### config.mk
export PLATFORM = sky130hd
export DESIGN_NAME = wb_select_buffer
export DESIGN_NICKNAME = d
export VERILOG_FILES = /design/src/rtl/wb_select_buffer.sv
export SDC_FILE = /design/constraint.sdc
export NUM_CORES = 1
export LEC_CHECK = 0
export CORE_MARGIN = 2
export CORE_UTILIZATION = 44
export DETAILED_ROUTE_END_ITERATION = 6
export GPL_TIMING_DRIVEN = 0
export PLACE_DENSITY = 0.93
export SKIP_LAST_GASP = 1
export SLEW_MARGIN = 20
export SYNTH_ARGS = -nofsm -noshare
export SYNTH_HDL_FRONTEND = slang
export SYNTH_SLANG_ARGS = --single-unit
export TNS_END_PERCENT = 10
### constraint.sdc
create_clock -name clk -period 10.6 [get_ports clk]
set_clock_uncertainty 0.1 [all_clocks]
set_input_delay 1.06 -clock clk [delete_from_list [all_inputs] [get_ports clk]]
set_output_delay 1.06 -clock clk [all_outputs]
set_load 0.02 [all_outputs]
### src/rtl/wb_select_buffer.sv
// -----------------------------------------------------------------------------
// wb_select_buffer
//
// Write-back stage between MEM and the register file. Each cycle it picks one
// of ALU result, load data, PC+4 or immediate, extends load data according to
// funct3 (when load extension is compiled in), and queues the selected value
// together with its destination register in a small FIFO. The register file
// drains the FIFO through a valid/ready handshake.
//
// Build option:
//   LOAD_EXT_EN  - when defined, wb_sel=01 applies LB/LH/LW/LBU/LHU byte/half
//                  selection and sign/zero extension. When undefined, mem_data
//                  is stored raw and funct3/byte_off are ignored.
//   DATA_WIDTH   - parameter, default 32. Load extension assumes 32 bits.
//
// Ports:
//   clk, rst_n      rising-edge clock, asynchronous active-low reset
//   flush           synchronous clear of all buffered entries (beats push/pop)
//   in_valid/ready  upstream handshake; ready = buffer not full
//   wb_sel          00 ALU, 01 MEM, 10 PC+4, 11 IMM
//   alu_result, mem_data, pc_plus4, imm   candidate write-back values
//   funct3, byte_off  load type and address[1:0] of the load
//   rd_in, reg_write  destination register and write enable of the instruction
//   out_valid/ready downstream handshake on the FIFO head
//   wb_data, wb_rd, wb_we  head entry; all zero while the buffer is empty
//
// Handshake: a beat transfers on a rising edge where valid && ready are both
// high. Valid never waits for ready. While the buffer is full, in_ready stays
// low for the whole cycle, even if the head is popped on the same edge.
// -----------------------------------------------------------------------------
module wb_select_buffer #(
  parameter int DATA_WIDTH     = 32,
  parameter int REG_ADDR_WIDTH = 5,
  parameter int BUF_DEPTH      = 2
) (
  input  logic                      clk,
  input  logic                      rst_n,
  input  logic                      flush,
  input  logic                      in_valid,
  output logic                      in_ready,
  input  logic [1:0]                wb_sel,
  input  logic [DATA_WIDTH-1:0]     alu_result,
  input  logic [DATA_WIDTH-1:0]     mem_data,
  input  logic [DATA_WIDTH-1:0]     pc_plus4,
  input  logic [DATA_WIDTH-1:0]     imm,
  input  logic [2:0]                funct3,
  input  logic [1:0]                byte_off,
  input  logic [REG_ADDR_WIDTH-1:0] rd_in,
  input  logic                      reg_write,
  output logic                      out_valid,
  input  logic                      out_ready,
  output logic [DATA_WIDTH-1:0]     wb_data,
  output logic [REG_ADDR_WIDTH-1:0] wb_rd,
  output logic                      wb_we
);

  localparam int PTR_W = $clog2(BUF_DEPTH);
  localparam int CNT_W = PTR_W + 1;
  localparam logic [CNT_W-1:0] FULL_COUNT = CNT_W'(BUF_DEPTH);

  localparam logic [1:0] SEL_ALU = 2'b00;
  localparam logic [1:0] SEL_MEM = 2'b01;
  localparam logic [1:0] SEL_PC4 = 2'b10;
  localparam logic [1:0] SEL_IMM = 2'b11;

  // ---------------------------------------------------------------------
  // Input-side selection and load extension (combinational)
  // ---------------------------------------------------------------------
  logic [DATA_WIDTH-1:0] load_val;
  logic [DATA_WIDTH-1:0] sel_val;

`ifdef LOAD_EXT_EN
  logic [7:0]  load_byte;
  logic [15:0] load_half;

  always_comb begin
    load_byte = mem_data[7:0];
    case (byte_off)
      2'd0:    load_byte = mem_data[7:0];
      2'd1:    load_byte = mem_data[15:8];
      2'd2:    load_byte = mem_data[23:16];
      default: load_byte = mem_data[31:24];
    endcase
    // Halfword loads are half-aligned, so only byte_off[1] matters.
    load_half = byte_off[1] ? mem_data[31:16] : mem_data[15:0];

    // Undefined funct3 values keep the raw word.
    load_val = mem_data;
    case (funct3)
      3'b000:  load_val = {{(DATA_WIDTH-8){load_byte[7]}}, load_byte};
      3'b001:  load_val = {{(DATA_WIDTH-16){load_half[15]}}, load_half};
      3'b100:  load_val = {{(DATA_WIDTH-8){1'b0}}, load_byte};
      3'b101:  load_val = {{(DATA_WIDTH-16){1'b0}}, load_half};
      default: load_val = mem_data;
    endcase
  end
`else
  // Load type is irrelevant without extension; fold the pins away.
  logic unused_load_ctrl;
  assign unused_load_ctrl = ^{funct3, byte_off};

  always_comb begin
    load_val = mem_data;
  end
`endif

  always_comb begin
    sel_val = alu_result;
    case (wb_sel)
      SEL_ALU: sel_val = alu_result;
      SEL_MEM: sel_val = load_val;
      SEL_PC4: sel_val = pc_plus4;
      SEL_IMM: sel_val = imm;
      default: sel_val = alu_result;
    endcase
  end

  // ---------------------------------------------------------------------
  // FIFO control
  // ---------------------------------------------------------------------
  logic [CNT_W-1:0] count_q, count_d;
  logic [PTR_W-1:0] wr_ptr_q, wr_ptr_d;
  logic [PTR_W-1:0] rd_ptr_q, rd_ptr_d;
  logic             do_push;
  logic             do_pop;

  assign in_ready  = (count_q != FULL_COUNT);
  assign out_valid = (count_q != '0);

  // in_ready comes from the registered count only, so a pop on a full
  // buffer cannot open a same-cycle push slot.
  assign do_push = in_valid && in_ready && !flush;
  assign do_pop  = out_valid && out_ready && !flush;

  always_comb begin
    count_d  = count_q;
    wr_ptr_d = wr_ptr_q;
    rd_ptr_d = rd_ptr_q;
    if (flush) begin
      count_d  = '0;
      wr_ptr_d = '0;
      rd_ptr_d = '0;
    end else begin
      // Pointers wrap naturally because BUF_DEPTH is a power of two.
      if (do_push) begin
        wr_ptr_d = wr_ptr_q + PTR_W'(1);
      end
      if (do_pop) begin
        rd_ptr_d = rd_ptr_q + PTR_W'(1);
      end
      if (do_push && !do_pop) begin
        count_d = count_q + CNT_W'(1);
      end else if (do_pop && !do_push) begin
        count_d = count_q - CNT_W'(1);
      end
    end
  end

  always_ff @(posedge clk or negedge rst_n) begin
    if (!rst_n) begin
      count_q  <= '0;
      wr_ptr_q <= '0;
      rd_ptr_q <= '0;
    end else begin
      count_q  <= count_d;
      wr_ptr_q <= wr_ptr_d;
      rd_ptr_q <= rd_ptr_d;
    end
  end

  // ---------------------------------------------------------------------
  // Entry storage. Contents need no reset: every read is qualified by
  // out_valid, which comes from the reset count.
  // ---------------------------------------------------------------------
  logic [DATA_WIDTH-1:0]     data_q [BUF_DEPTH];
  logic [REG_ADDR_WIDTH-1:0] rd_q   [BUF_DEPTH];
  logic                      we_q   [BUF_DEPTH];

  always_ff @(posedge clk) begin
    if (do_push) begin
      data_q[wr_ptr_q] <= sel_val;
      rd_q[wr_ptr_q]   <= rd_in;
      we_q[wr_ptr_q]   <= reg_write;
    end
  end

  // ---------------------------------------------------------------------
  // Head outputs, forced to zero when empty. x0 is never strobed.
  // ---------------------------------------------------------------------
  assign wb_data = out_valid ? data_q[rd_ptr_q] : '0;
  assign wb_rd   = out_valid ? rd_q[rd_ptr_q]   : '0;
  assign wb_we   = out_valid && we_q[rd_ptr_q] && (rd_q[rd_ptr_q] != '0);

endmodule
### After elaboration in Yosys (flattened, before gate mapping)

Memory sizes are Yosys's and may differ from the RTL's.
Index checks and enable logic that the tools add are counted.

| cells by class | value |
|---|---|
| add/sub/neg operators | 4 |
| $mul | 0 |
| divide/modulo/power cells | 0 |
| $lt $le $gt $ge | 0 |
| equality and inequality tests | 4 |
| shifts and indexed selects | 0 |
| mux-type cells | 12 |
| bitwise operators | 0 |
| reduce and logical (&&, ||, !) cells | 17 |

Operators with widths:

| operator | count |
|---|---|
| 32-bit case mux with 4 select lines | 1 |
| 32-bit two-way mux | 1 |
| 1-bit logical AND | 8 |
| 1-bit two-way mux | 6 |
| 2-bit two-way mux | 3 |
| 2-bit nonzero test | 3 |
| 5-bit two-way mux | 1 |
| 5-bit nonzero test | 1 |
| 2-bit == test, second input constant | 2 |
| 1-bit logical NOT | 3 |
| 3-bit nonzero test | 1 |
| 1-bit adder, second input constant | 2 |
| 2-bit by 1-bit adder with 2-bit output, second input constant | 1 |
| 2-bit by 1-bit == test with 1-bit output, second input constant | 1 |
| 2-bit logical NOT | 1 |
| 2-bit inequality test, second input constant | 1 |
| 2-bit by 1-bit subtractor with 2-bit output, second input constant | 1 |

| storage, ports and cells | value |
|---|---|
| register bits | 4 |
| latch bits | 0 |
| memory bits (writable) | 76 |
| ROM bits | 0 |
| input port bits | 146 |
| output and inout port bits | 40 |
| word-level logic and storage cells | 43 |
| memories kept | 3 |

Memories:

| memory | words | width | rd ports | clocked after Yosys merged registers in | write ports | RTL line | RTL |
|---|---|---|---|---|---|---|---|
| data_q | 2 | 32 | 1 | 0 | 1 | 175 | `logic [DATA_WIDTH-1:0] data_q [BUF_DEPTH];` |
| rd_q | 2 | 5 | 1 | 0 | 1 | 176 | `logic [REG_ADDR_WIDTH-1:0] rd_q [BUF_DEPTH];` |
| we_q | 2 | 1 | 1 | 0 | 1 | 177 | `logic we_q [BUF_DEPTH];` |

### Longest topological paths before layout

| logic depth | value |
|---|---|
| depth in word-level cells | 8 |
| gate-level depth with buffers | 5 |
| depth with buffers taken out | 4 |

### Worst setup path after synthesis

Ideal clock, no wire load.

| path | value |
|---|---|
| path kind | input -> register |
| start point | input port in_valid |
| end point | memory data_q[1][0] (enable) |
| setup time | 0.488 ns |
| arrival time | 3.951 ns |
| data required time | 10.012 ns |
| slack | 6.061 ns |
| stages on the path | 2 |
| path buffers | 0 |
| cell sequence | nand2_1 > nor3b_1 |

| between the ends | value |
|---|---|
| cells in the longest elaborated chain, start to end | 4 |

RTL lines:

| item | RTL line | RTL |
|---|---|---|
| start, declared | 39 | `input logic in_valid,` |
| 1-bit logical AND (2 in a row) | 132 | `assign do_push = in_valid && in_ready && !flush;` |
| 1-bit two-way mux | 180 | `if (do_push) begin` |
| 1-bit two-way mux (not written as such) | 181 | `data_q[wr_ptr_q] <= sel_val;` |
| end, declared | 175 |  |

No other way between the ends.

### Final worst setup path

| path | value |
|---|---|
| start point | register count_q[0] |
| end point | output port wb_data[30] |

| between the ends | value |
|---|---|
| cells in the longest elaborated chain, start to end | 2 |

RTL lines:

| item | RTL line | RTL |
|---|---|---|
| start, declared | 121 | `logic [CNT_W-1:0] count_q, count_d;` |
| start signal, assigned | 165 | `count_q <= count_d;` |
| 2-bit nonzero test | 128 | `assign out_valid = (count_q != '0);` |
| 32-bit two-way mux | 190 | `assign wb_data = out_valid ? data_q[rd_ptr_q] : '0;` |
| end, declared | 52 | `output logic [DATA_WIDTH-1:0] wb_data,` |

No other way between the ends.

==> out/metrics.yaml <==
drt_wl_total_um: 9951
synthFlopType: "edfxtp_1"
r2r_start: "count_q[1]"
max_slew.worst_pin.slew_ps: 620.2
netlist_instances: 231
post_drt_wl_per_cell_um: 18.36
drive_gt1_share_pct: 16.36
overflow: 0
clock-sinks: 80
place_congestion: 0.7788
start_util_pct: 44.74
antenna_found_initial: 0
initialDrtViolationCount: 58
die_h_um: 97.71
syn_nets: 377
ys_types: 26
hold_start: "wr_ptr_q"
cts_resized: 0
ys_ff_latch: 80
fin_ws_ps: 7171
postCtsSetupBuffers: 0
slew_violations: 0
nets: 575
cts_made_buffers: 9
dp_hpwl_um: 7918
dieWidth_um: 97.71
rsz0062_at_grt: "false"
ir_drop_uv: 90.22
ioPinCount: 186
yosysMostFrequentCell: "edfxtp_1"
cts_tree: "built"
port_buffers: 179
stdcell_count: 542
drv_cap: 0
dr_total_vias: 2863
period_minus_slack_ps: 3429
grt_max_degree: 16
whs_path_depth: 2
synth-seq-area-share_pct: 61.66
antenna_left: 0
r2r_slack_ps: 8420
final.period_utilization_pct: 32.35
synth_area_leader_cell: "edfxtp_1"
final-setup-viol-count: 0
hold_end: "wr_ptr_q"
finalSetupTns_ps: 0
synth.cells.most_frequent: "76 x edfxtp_1, 40 x nor2_1, 37 x mux2i_1, 32 x mux4_2, 6 x buf_2"
worstPathArrival_ps: 2270
grt.total_usage_pct: 21.31
yosys_warnings: 0
cts_buffer_depth: 2
pre_cts_slack_ps: 7484
first_global_vias: 3209
avgViaCountPerCell: 5.282
setup.worst_path.start_class: "register"
synth_edf_count: 76
rows: 34
postCtsHoldBufs: 0
fp.dieArea_sq_mm: 0.009546
finalPower_mw: 0.7914
netlist.area_leader.share_pct: 59.07
max_freq_mhz: 291.6
clk_latency_ps: 350
placed_cell_area_sq_mm: 0.005868
num_antenna_cells: 0
final_area_sq_mm: 0.006095
grt_pass1_wl_um: 15500
dp.cells: 526
worst_setup_path_end_kind: "output port"
core-area_sq_mm: 0.008636
clkTransAtPathRegs_ps: 90
cp_data_required_time_ps: 9440
power-per-cell-area_mw_per_mm2: 129.8
area_growth_pct: 57.74
nFillCells: 561
clockRootBuffer: "clkbuf_8"
drcViolationCount: 0
worstHoldPathType: "register to register"
synthArstFlopShare_pct: 5.000
worstSetupPathType: "register to output port"
final_core_util_pct: 70.57
crit_path_max_fanout: 10
synth.top_cells.by_area: "edfxtp_1 59%, mux4_2 19%, mux2i_1 9.6%"
hold_viol: 0
dr.pass1.iters: 4
status: "completed"
r2r_end: "data_q[0][7]"
synthesis.area_sq_mm: 0.003864
p_leak_nw: 2.073
avgSynthCellArea_sq_um: 16.73
h-tree-depth: 3
reg2reg_depth: 6
holdWs_ps: 518.4
worst_slew_margin_rel_pct: 58.65
[registers in the layout, summed over array words and instances, names as in the netlist]
| register | flops |
|---|---|
| data_q | 64 |
| rd_q | 10 |
| rd_ptr_q | 1 |
| wr_ptr_q | 1 |
| we_q | 2 |
| count_q | 2 |
[layout by cell type (no fill, tap or decap), types with 3 or more instances in the layout]
master	count
clkdlybuf4s50_1	179
edfxtp_1	76
nor2_1	40
mux2i_1	37
mux4_2	32
buf_4	11
clkbuf_8	9
buf_2	6
o21ai_0	4
dfrtp_1	4
buf_1	3
a21oi_1	3
[area by class of cell]
cell class / count / area, sq um / share of cell area, %
multi-input combinational: 132 / 1394 / 22.87
sequential: 80 / 2382 / 39.09
timing repair buffer: 187 / 1859 / 30.51
clock buffer: 9 / 123.9 / 2.032
buffer: 16 / 86.33 / 1.417
tap: 108 / 135.1 / 2.217
clock inverter: 7 / 102.6 / 1.683
inverter: 3 / 11.26 / 0.1848
[worst max-delay path, cell delays in order, from the launching register on]
cell	delay, ps
dfrtp_1	450
nor2_1	260
buf_2	290
buf_2	280
nor2_1	70
clkdlybuf4s50_1	560
[per-layer routing]
layer / GRT usage (%) / share of wire (%)
met5: 0 / 0
met4: 8.868 / 2.2
met3: 5.468 / 6.5
met2: 40.37 / 56
met1: 22.24 / 35
[worst max-delay path by stage]
stage / start / end / slack (ps) / cells past startpoint
2_1_floorplan: in_valid / data_q[1][0] / 6060 / 2
3_3_place_gp: in_valid / data_q[1][14] / 4030 / 3
3_5_place_dp: in_valid / data_q[0][22] / 7480 / 5
4_1_cts: count_q[0] / wb_data[30] / 7160 / 5
5_1_grt: count_q[0] / wb_data[29] / 7010 / 5
6_report: count_q[0] / wb_data[30] / 7170 / 5
[report_power, final]
part | total (mW) | leakage [nW] | switching (mW) | internal (mW)
sequential | 0.368 | 0.751 | 0.00403 | 0.364
combinational | 0.174 | 1.21 | 0.0718 | 0.102
clock | 0.249 | 0.110 | 0.114 | 0.135
[logic make-up (layout without fill, tap and decap cells)]
| group | count (synthesis) | in the layout | synth area share [%] |
|---|---|---|---|
| flip-flops | 80 | 80 | 61.66 |
| multiplexers | 69 | 69 | 28.24 |
| AND/OR/NAND/NOR | 52 | 52 | 5.894 |
| buffers and inverters | 19 | 222 | 2.526 |
| AO/OA/AOI/OAI | 10 | 10 | 1.457 |
| XOR/XNOR | 1 | 1 | 0.2267 |
Note: power is estimated with default switching activity, not from simulation.
